### config.mk
export PLATFORM = sky130hd
export DESIGN_NAME = fetch_stage
export DESIGN_NICKNAME = d
export VERILOG_FILES = /design/src/rtl/fetch_stage_pkg.sv /design/src/rtl/if_id_reg.sv /design/src/rtl/fetch_stage.sv
export SDC_FILE = /design/constraint.sdc
export NUM_CORES = 1
export LEC_CHECK = 0
export ABC_CLOCK_PERIOD_IN_PS = 3200
export BUFFER_PORTS_ARGS = -buffer_cell sky130_fd_sc_hd__buf_2
export CORE_MARGIN = 2
export CORE_UTILIZATION = 51
export CTS_CLUSTER_SIZE = 30
export DETAILED_ROUTE_END_ITERATION = 10
export GPL_TIMING_DRIVEN = 0
export PLACE_DENSITY = 0.91
export SYNTH_ARGS = -nofsm -noshare
export SYNTH_HDL_FRONTEND = slang
export SYNTH_SLANG_ARGS = --single-unit
export TNS_END_PERCENT = 5
### constraint.sdc
create_clock -name clk -period 3.2 [get_ports clk]
set_clock_uncertainty 0.05 [all_clocks]
set_input_delay 0 -clock clk [delete_from_list [all_inputs] [get_ports clk]]
set_output_delay 0 -clock clk [all_outputs]
set_load 0.01 [all_outputs]
### src/rtl/fetch_stage_pkg.sv
// Shared pipeline definitions for the fetch stage: state encoding, widths,
// bubble instruction and PC word-alignment helper.
package fetch_stage_pkg;

  localparam int unsigned INSTR_W = 32;
  localparam int unsigned ADDR_W  = 32;

  typedef enum logic [1:0] {
    S_RESET = 2'd0,
    S_RUN   = 2'd1,
    S_HOLD  = 2'd2
  } fetch_state_e;

  localparam logic [INSTR_W-1:0] NOP_INSTR       = 32'h0000_0000;
  localparam logic [ADDR_W-1:0]  WORD_ALIGN_MASK = 32'hFFFF_FFFC;

  // Force an address onto a word boundary.
  function automatic logic [ADDR_W-1:0] word_align(input logic [ADDR_W-1:0] addr);
    return addr & WORD_ALIGN_MASK;
  endfunction

endpackage

### src/rtl/if_id_reg.sv
// IF/ID pipeline register: captures a fetched instruction and its PC+4,
// or squashes to a bubble; holds when neither load nor squash is asserted.
module if_id_reg
  import fetch_stage_pkg::*;
#(
  parameter logic [INSTR_W-1:0] NOP_INSTR = fetch_stage_pkg::NOP_INSTR
) (
  input  logic               clk,
  input  logic               reset,
  input  logic               i_load,
  input  logic               i_squash,
  input  logic [INSTR_W-1:0] i_instr,
  input  logic [ADDR_W-1:0]  i_pc4,
  output logic [INSTR_W-1:0] o_instr,
  output logic [ADDR_W-1:0]  o_pc4,
  output logic               o_valid
);

  logic [INSTR_W-1:0] r_instr;
  logic [ADDR_W-1:0]  r_pc4;
  logic               r_valid;

  // Squash wins over load so a redirect can never leak a wrong-path word.
  always_ff @(posedge clk) begin
    if (reset) begin
      r_instr <= NOP_INSTR;
      r_pc4   <= '0;
      r_valid <= 1'b0;
    end else if (i_squash) begin
      r_instr <= NOP_INSTR;
      r_pc4   <= '0;
      r_valid <= 1'b0;
    end else if (i_load) begin
      r_instr <= i_instr;
      r_pc4   <= i_pc4;
      r_valid <= 1'b1;
    end
  end

  assign o_instr = r_instr;
  assign o_pc4   = r_pc4;
  assign o_valid = r_valid;

endmodule

### src/rtl/fetch_stage.sv
// Instruction fetch stage: PC register, run/hold/reset FSM, saturating fetch
// counter and the IF/ID pipeline register.
module fetch_stage
  import fetch_stage_pkg::*;
#(
  parameter logic [ADDR_W-1:0]  RESET_PC  = 32'h0000_0000,
  parameter logic [INSTR_W-1:0] NOP_INSTR = fetch_stage_pkg::NOP_INSTR
) (
  input  logic               clk,
  input  logic               reset,
  input  logic               stall,
  input  logic               flush,
  input  logic [ADDR_W-1:0]  branch_target,
  output logic [ADDR_W-1:0]  imem_addr,
  output logic               imem_enable,
  input  logic [INSTR_W-1:0] imem_data,
  output logic [INSTR_W-1:0] ID_instr,
  output logic [ADDR_W-1:0]  ID_pc4,
  output logic               ID_valid,
  output logic [31:0]        fetch_count
);

  localparam logic [31:0] COUNT_MAX = 32'hFFFF_FFFF;

  fetch_state_e      r_state;
  fetch_state_e      w_next_state;
  logic [ADDR_W-1:0] r_pc;
  logic [ADDR_W-1:0] w_pc_next;
  logic [ADDR_W-1:0] w_pc4;
  logic [31:0]       r_count;
  logic              w_load;
  logic              w_squash;
  logic              w_count_inc;

  // 32-bit add wraps naturally from 0xFFFF_FFFC to 0.
  assign w_pc4 = ADDR_W'(r_pc + 32'd4);

  // Next-state and datapath control; flush outranks stall.
  always_comb begin
    w_next_state = r_state;
    w_pc_next    = r_pc;
    w_load       = 1'b0;
    w_squash     = 1'b0;
    w_count_inc  = 1'b0;
    case (r_state)
      S_RESET: begin
        w_next_state = S_RUN;
      end
      S_RUN, S_HOLD: begin
        if (flush) begin
          w_pc_next    = word_align(branch_target);
          w_squash     = 1'b1;
          w_next_state = S_RUN;
        end else if (stall) begin
          w_next_state = S_HOLD;
        end else begin
          w_pc_next    = w_pc4;
          w_load       = 1'b1;
          w_count_inc  = 1'b1;
          w_next_state = S_RUN;
        end
      end
      default: begin
        w_next_state = S_RESET;
      end
    endcase
  end

  always_ff @(posedge clk) begin
    if (reset) begin
      r_state <= S_RESET;
      r_pc    <= word_align(RESET_PC);
      r_count <= '0;
    end else begin
      r_state <= w_next_state;
      r_pc    <= w_pc_next;
      if (w_count_inc && (r_count != COUNT_MAX)) begin
        r_count <= r_count + 32'd1;
      end
    end
  end

  if_id_reg #(
    .NOP_INSTR (NOP_INSTR)
  ) u_if_id_reg (
    .clk      (clk),
    .reset    (reset),
    .i_load   (w_load),
    .i_squash (w_squash),
    .i_instr  (imem_data),
    .i_pc4    (w_pc4),
    .o_instr  (ID_instr),
    .o_pc4    (ID_pc4),
    .o_valid  (ID_valid)
  );

  // Memory is only enabled once out of reset; address tracks PC alone.
  assign imem_addr   = r_pc;
  assign imem_enable = (r_state != S_RESET) && !reset;
  assign fetch_count = r_count;

endmodule

# Word level (Yosys, flattened, before mapping)
# Index checks and enable logic that the tools add are counted.
# word_totals
out_inout_bits	130
word_cells	30
register_bits	131
# classes
muxes	10
reduce_logical	8
addsub	2
eq_ne	4
# ops
cell	count
32-bit 2-to-1 mux	2
32-bit by 1-bit adder with 32-bit output (second input constant)	1
32-bit by 3-bit adder with 32-bit output (second input constant)	1
32-bit != test (second input constant)	1
1-bit 2-to-1 mux	5
2-bit 2-to-1 mux	2
2-bit case mux with 2 select lines	1
2-bit OR reduction	2
2-bit by 1-bit == test with 1-bit output (second input constant)	1
2-bit == test (second input constant)	1
1-bit logical AND	2
2-bit zero test	1
2-bit by 1-bit != test with 1-bit output (second input constant)	1
2-bit AND reduction	1
2-bit nonzero test	1
1-bit zero test	1

# Longest topological paths before layout
# depth
depth_word	4
mapped_depth	9

# Cells and area by module
# Synthesis repeated with hierarchy kept, for this count alone.
# hier_totals
cells_unflattened	696
hier_area_um2	6206.0
# modules_own_cells
mod	cells_each	instances	area_each_um2	seq_area_each_um2
fetch_stage	486	1	3866.2	1281.2
if_id_reg	210	1	2339.7	1301.2

# Worst setup path before layout
# No wires, ideal clock.
# synth_timing
path_type	flip-flop to flip-flop
from	reg r_count[0], in the netlist fetch_count[0]
to	reg r_count[22], in the netlist fetch_count[22]
t_required_ns	3.080
setup_ns	0.070
period_less_slack_ns	2.556
arrival_time_ns	2.436
setup_slack_ns	0.644
path_stages_with_launch	8
cell_sequence	dfxtp_1 -> ha_1 -> nand4_2 -> or4_1 -> buf_2 -> or4_4 -> or4_1 -> a21oi_1
# synth_via
elab_chain_cells	2
elab_cells_between_ends	3
classes_between	add/sub (1); eq/ne (1); reduce/logical (1)
# synth_rtl
element	line	source
from (decl)	fetch_stage.sv:30	logic [31:0] r_count;
from (signal assigned)	fetch_stage.sv:78	r_count <= r_count + 32'd1;
parallel branches: the longest is 2 deep, another holds 32-bit by 1-bit adder with 32-bit output	-	
# Parallel ways; which one is timed is not known.
# A chain may end at the register's enable or synchronous reset.

# Worst setup path after layout
# layout_timing
from	reg r_state[0]
to	reg u_if_id_reg.r_instr[9], in the netlist u_if_id_reg.o_instr[9]
# layout_via
elab_chain_cells	4
elab_cells_between_ends	6
classes_between	eq/ne (2); mux (2); reduce/logical (2)
# layout_rtl
element	line	source
from (decl)	fetch_stage.sv:25	fetch_state_e r_state;
from (signal assigned)	fetch_stage.sv:75	r_state <= w_next_state;
2-bit by 1-bit == test with 1-bit output / 2-bit == test (equally long branches)	fetch_stage.sv:45	case (r_state)
2-bit OR reduction *	fetch_stage.sv:45	
1-bit 2-to-1 mux	fetch_stage.sv:45	
2-bit OR reduction (no source line)	-	
to (signal assigned)	if_id_reg.sv:34	r_instr <= i_instr;
to (decl)	if_id_reg.sv:19	logic [INSTR_W-1:0] r_instr;
# Mark *: on every way between the ends. The rest lies on a longest branch, timed or not.

==> impl_summary.txt <==
----------------------------------------------------
[Drt]
  Number of iterations in the first detailed-routing pass ... 5
  Per-cell routed wire length ... 18.3 um
  Number of design rule violations left after detail routing ... 0
  Antenna-violating nets left ... 0
  Via total after detailed routing ... roughly 7000
  Vias per Instance ... approximately 6.1
  Initial DRC count ... between 700 and 800
  Wire length reported by the detailed router ... about 21000 um

[Clock network]
  H-tree levels ... 4
  Clock Pin Slew Worst Setup and Hold Paths ... approximately 0.060 ns
  Total setup buffers inserted after CTS ... 0
  Source-to-sink clock delay at the later pin of the worst-skew pair ... 0.42 ns
  Num CTS Buffers ... 17
  Number of clock sinks ... 127
  Largest buffer count on any clock path ... 2
  Root buf cell ... clkbuf_16
  TritonCTS clock tree ... built

[Floorplan]
  Core Area ... roughly 11000 um2
  Number of placement rows ... 39
  Initial core utilization ... between 50% and 60%
  Boundary pin count ... approximately 200
  Overall die height ... ~110 um
  X dimension of the die ... between 100 and 150 um
  Area of the die ... around 13000 um2

[Logic synthesis]
  Flop and latch count out of synthesis ... 127
  Number of flops mapped to enable cells by yosys ... 0
  Sequential area share after synthesis ... between 40% and 50%
  Most frequently used flop master after synthesis ... dfxtp_1
  Summed instance area of the synthesized netlist ... ~6000 um2
  Share of async-settable or async-resettable flops after synthesis ... 0%
  Number of distinct library cell variants in the gate-level netlist after synthesis ... a little under 50
  Number of cells produced by synthesis ... 744
  Synth Warn # ... 0
  Average cell area after synthesis ... ~8.0 um2

[Setup path]
  Path type of the worst setup path ... flip-flop to flip-flop
  Largest fanout on the critical path ... 10
  Nature of the critical path endpoint ... flip-flop
  Required time worst endpoint ... around 3.5 ns
  Slack of the worst reg-to-reg path ... ~0.096 ns
  Crit path launch ... r_state[0]$_SDFF_PP0_
  Startpoint type of the worst setup path ... flip-flop
  Startpoint of the most critical register-to-register path ... r_state[0]$_SDFF_PP0_
  Arrival time of data at the critical path endpoint ... 3.38 ns

[Timing]
  Upper clock frequency limit ... ~320 MHz
  Shortest period the worst path allows ... 3.10 ns
  Actual transition at the worst max-transition pin ... ~1.0 ns
  Count of final max-slew check failures ... 0
  Final critical-path share of the clock period ... between 90% and 100%
  Relative slew margins ... around 31%
  Number of hold-slack violations in the final timing report ... 0
  Unrepaired setup endpoints after global routing ... false
  # setup viols final ... 0

[Power]
  Int Pwr ... about 0.0032 W
  Combinational cell fraction of total power ... between 10% and 20%
  Leakage Power ... between 3 and 4 nW
  Sequential power share ... between 40% and 50%
  Proportion of power drawn by the clock network ... between 40% and 50%
  PwrDens ... 515 nW/um2
  Net switching power ... around 0.0011 W
  VDD IR max ... 399 uV
  Switching power share of the total ... 25.9%

[Layout]
  Post-route cell area ... ~8300 um2
  Highest-count cells in the layout ignoring fill and taps ... buf_2, dfxtp_1, nand2_1
  Antenna fix cells ... 0
  Final core area utilization ... between 70% and 80%
  Final-layout fill cell count ... just over 800
  Final #Nets ... ~1100
  Leading cell type in the layout, fill and taps excluded ... buf_2
  Number of non-filler instances in the completed layout ... 1169
  Area added between synthesis and finish ... 39.3%
  Layout cell share with drive strength beyond 1 ... 23.5%

[Hold path]
  Type of the most critical hold path ... input port to flip-flop
  Worst hold path startpoint ... branch_target[31]

[GRT]
  Initial antenna violation count ... 0
  GRT Resource Usage Total ... ~34%
  Remaining Overflow, GRT ... 0
  Vias in the first global route ... around 6700
  Global-route wire length before repair ... around 34000 um
  Largest net degree at the start of global routing ... 17

[Placed design]
  Routability-driven placement congestion ratio ... roughly 0.94
  DP Wirelength ... around 14000 um
  Number of port buffers ... approximately 190
  Cell count after placement ... roughly 1100
  Area post-placement ... just over 7000 um2

[Job]
  Max Cap Viol ... 0

[Outcome]
  Status ... finished clean

----------------------------------------------------
final timing paths:
check | endpoint | depth (start not counted)
setup / recovery | u_if_id_reg.o_instr[9]$_SDFFE_PP0P_ | 9
hold / removal | imem_addr[31]$_SDFFE_PP0P_ | 5
setup reg to reg | u_if_id_reg.o_instr[9]$_SDFFE_PP0P_ | 9
hold reg to reg | u_if_id_reg.o_instr[18]$_SDFFE_PP0P_ | 2
metrics by stage:
step	setup WS, ns	power (W)	hold WS, ns	TNS, ns
after floorplan	0.644	0.00201	0.0860	0
after global placement	-0.130	0.00220	0.191	-0.247
after detailed placement	-0.105	0.00221	0.196	-0.209
after CTS	0.0957	0.00422	0.00904	0
after global routing	0.0230	0.00437	0.0564	0
final	0.0959	0.00426	0.0157	0
area by class of cell:
type	instances	area, um2	share of cell area, %
Inverter	18	67.6	0.818
Tap cell	143	179	2.17
Clock buffer	21	470	5.70
Multi-Input combinational cell	549	3120	37.8
Clock inverter	10	136	1.65
Sequential cell	127	2540	30.8
Timing Repair Buffer	248	1530	18.5
Buffer	53	219	2.65
routing by layer:
metal	share of wire (%)	wire (um)	GRT usage, %
met2	48	10200	54.8
met3	9.9	2120	8.27
met5	0	0	0
met1	37	7900	39.4
met4	5.5	1170	21.8
worst max-delay path: stages, from the launching register on:
cell and delay (ns):
dfxtp_1 0.33, inv_1 0.05, ha_1 0.39, nor2b_1 0.24, nand2_1 0.20, clkbuf_1 0.53, clkbuf_2 0.44, clkbuf_1 0.42
nand2_1 0.11, a21oi_1 0.25
power groups by stage:
stage	registers [W]	clock network [W]	logic (W)
2_1_floorplan	0.00178	0	0.000230
3_3_place_gp	0.00175	0	0.000450
3_5_place_dp	0.00175	0	0.000458
4_1_cts	0.00172	0.00198	0.000520
5_1_grt	0.00174	0.00205	0.000580
6_report	0.00173	0.00198	0.000544
cells in the mapped netlist, types with 2 or more instances:
master     instances  area (um2)
buf_2              3        15.0
o31ai_1           18         135
nor2b_1            5        31.3
ha_1               4        50.1
mux2_2             4        45.0
inv_1             18        67.6
and2_1             3        18.8
o21ai_0           64         320
nand4b_1           2        17.5
or2_2              2        12.5
or3_1             11        68.8
a311oi_1           4        35.0
nand2_1          103         387
o2bb2ai_1          7        61.3
clkbuf_1          38         143
xnor2_1           25         219
nor3_1            17        85.1
buf_4              4        30.0
buf_1              8        30.0
and4_1             8        70.1
dfxtp_1          127        2540
o21a_1             3        22.5
nand3b_1           2        15.0
or4_1             18         135
nor2_1            44         165
a211oi_1          19         143
and3_1             6        37.5
xor2_1             9        78.8
nand4_2            2        25.0
nand3_1           17        85.1
a22oi_1            3        22.5
a21oi_1          101         505
nand4_1           15        93.8
nor4_1            15        93.8
cells by family after synthesis:
logic type      Yosys count  share of synthesized area, %
compound gates          228                          22.3
fa+ha+maj                 4                         0.844
xor+xnor                 34                          5.02
flops                   127                          42.9
mux                       5                         0.928
simple gates            274                          23.2
other cells               1                        0.0632
buf+inv                  71                          4.81
state kept, by name, indices dropped and copies added (netlist names):
signal / cells
fetch_count: 32
imem_addr: 30
r_state: 2
u_if_id_reg.o_instr: 32
u_if_id_reg.o_pc4: 30
u_if_id_reg.o_valid: 1
what timing repair did:
| item | 4_1_cts | 5_1_grt |
|---|---|---|
| endpoints found under the hold margin | 57 | 0 |
| hold buffers | 57 | 0 |
| resized for setup | 1 | 2 |
| endpoints found under the setup margin | 2 | 30 |
Power figures use the tool's default switching activity.
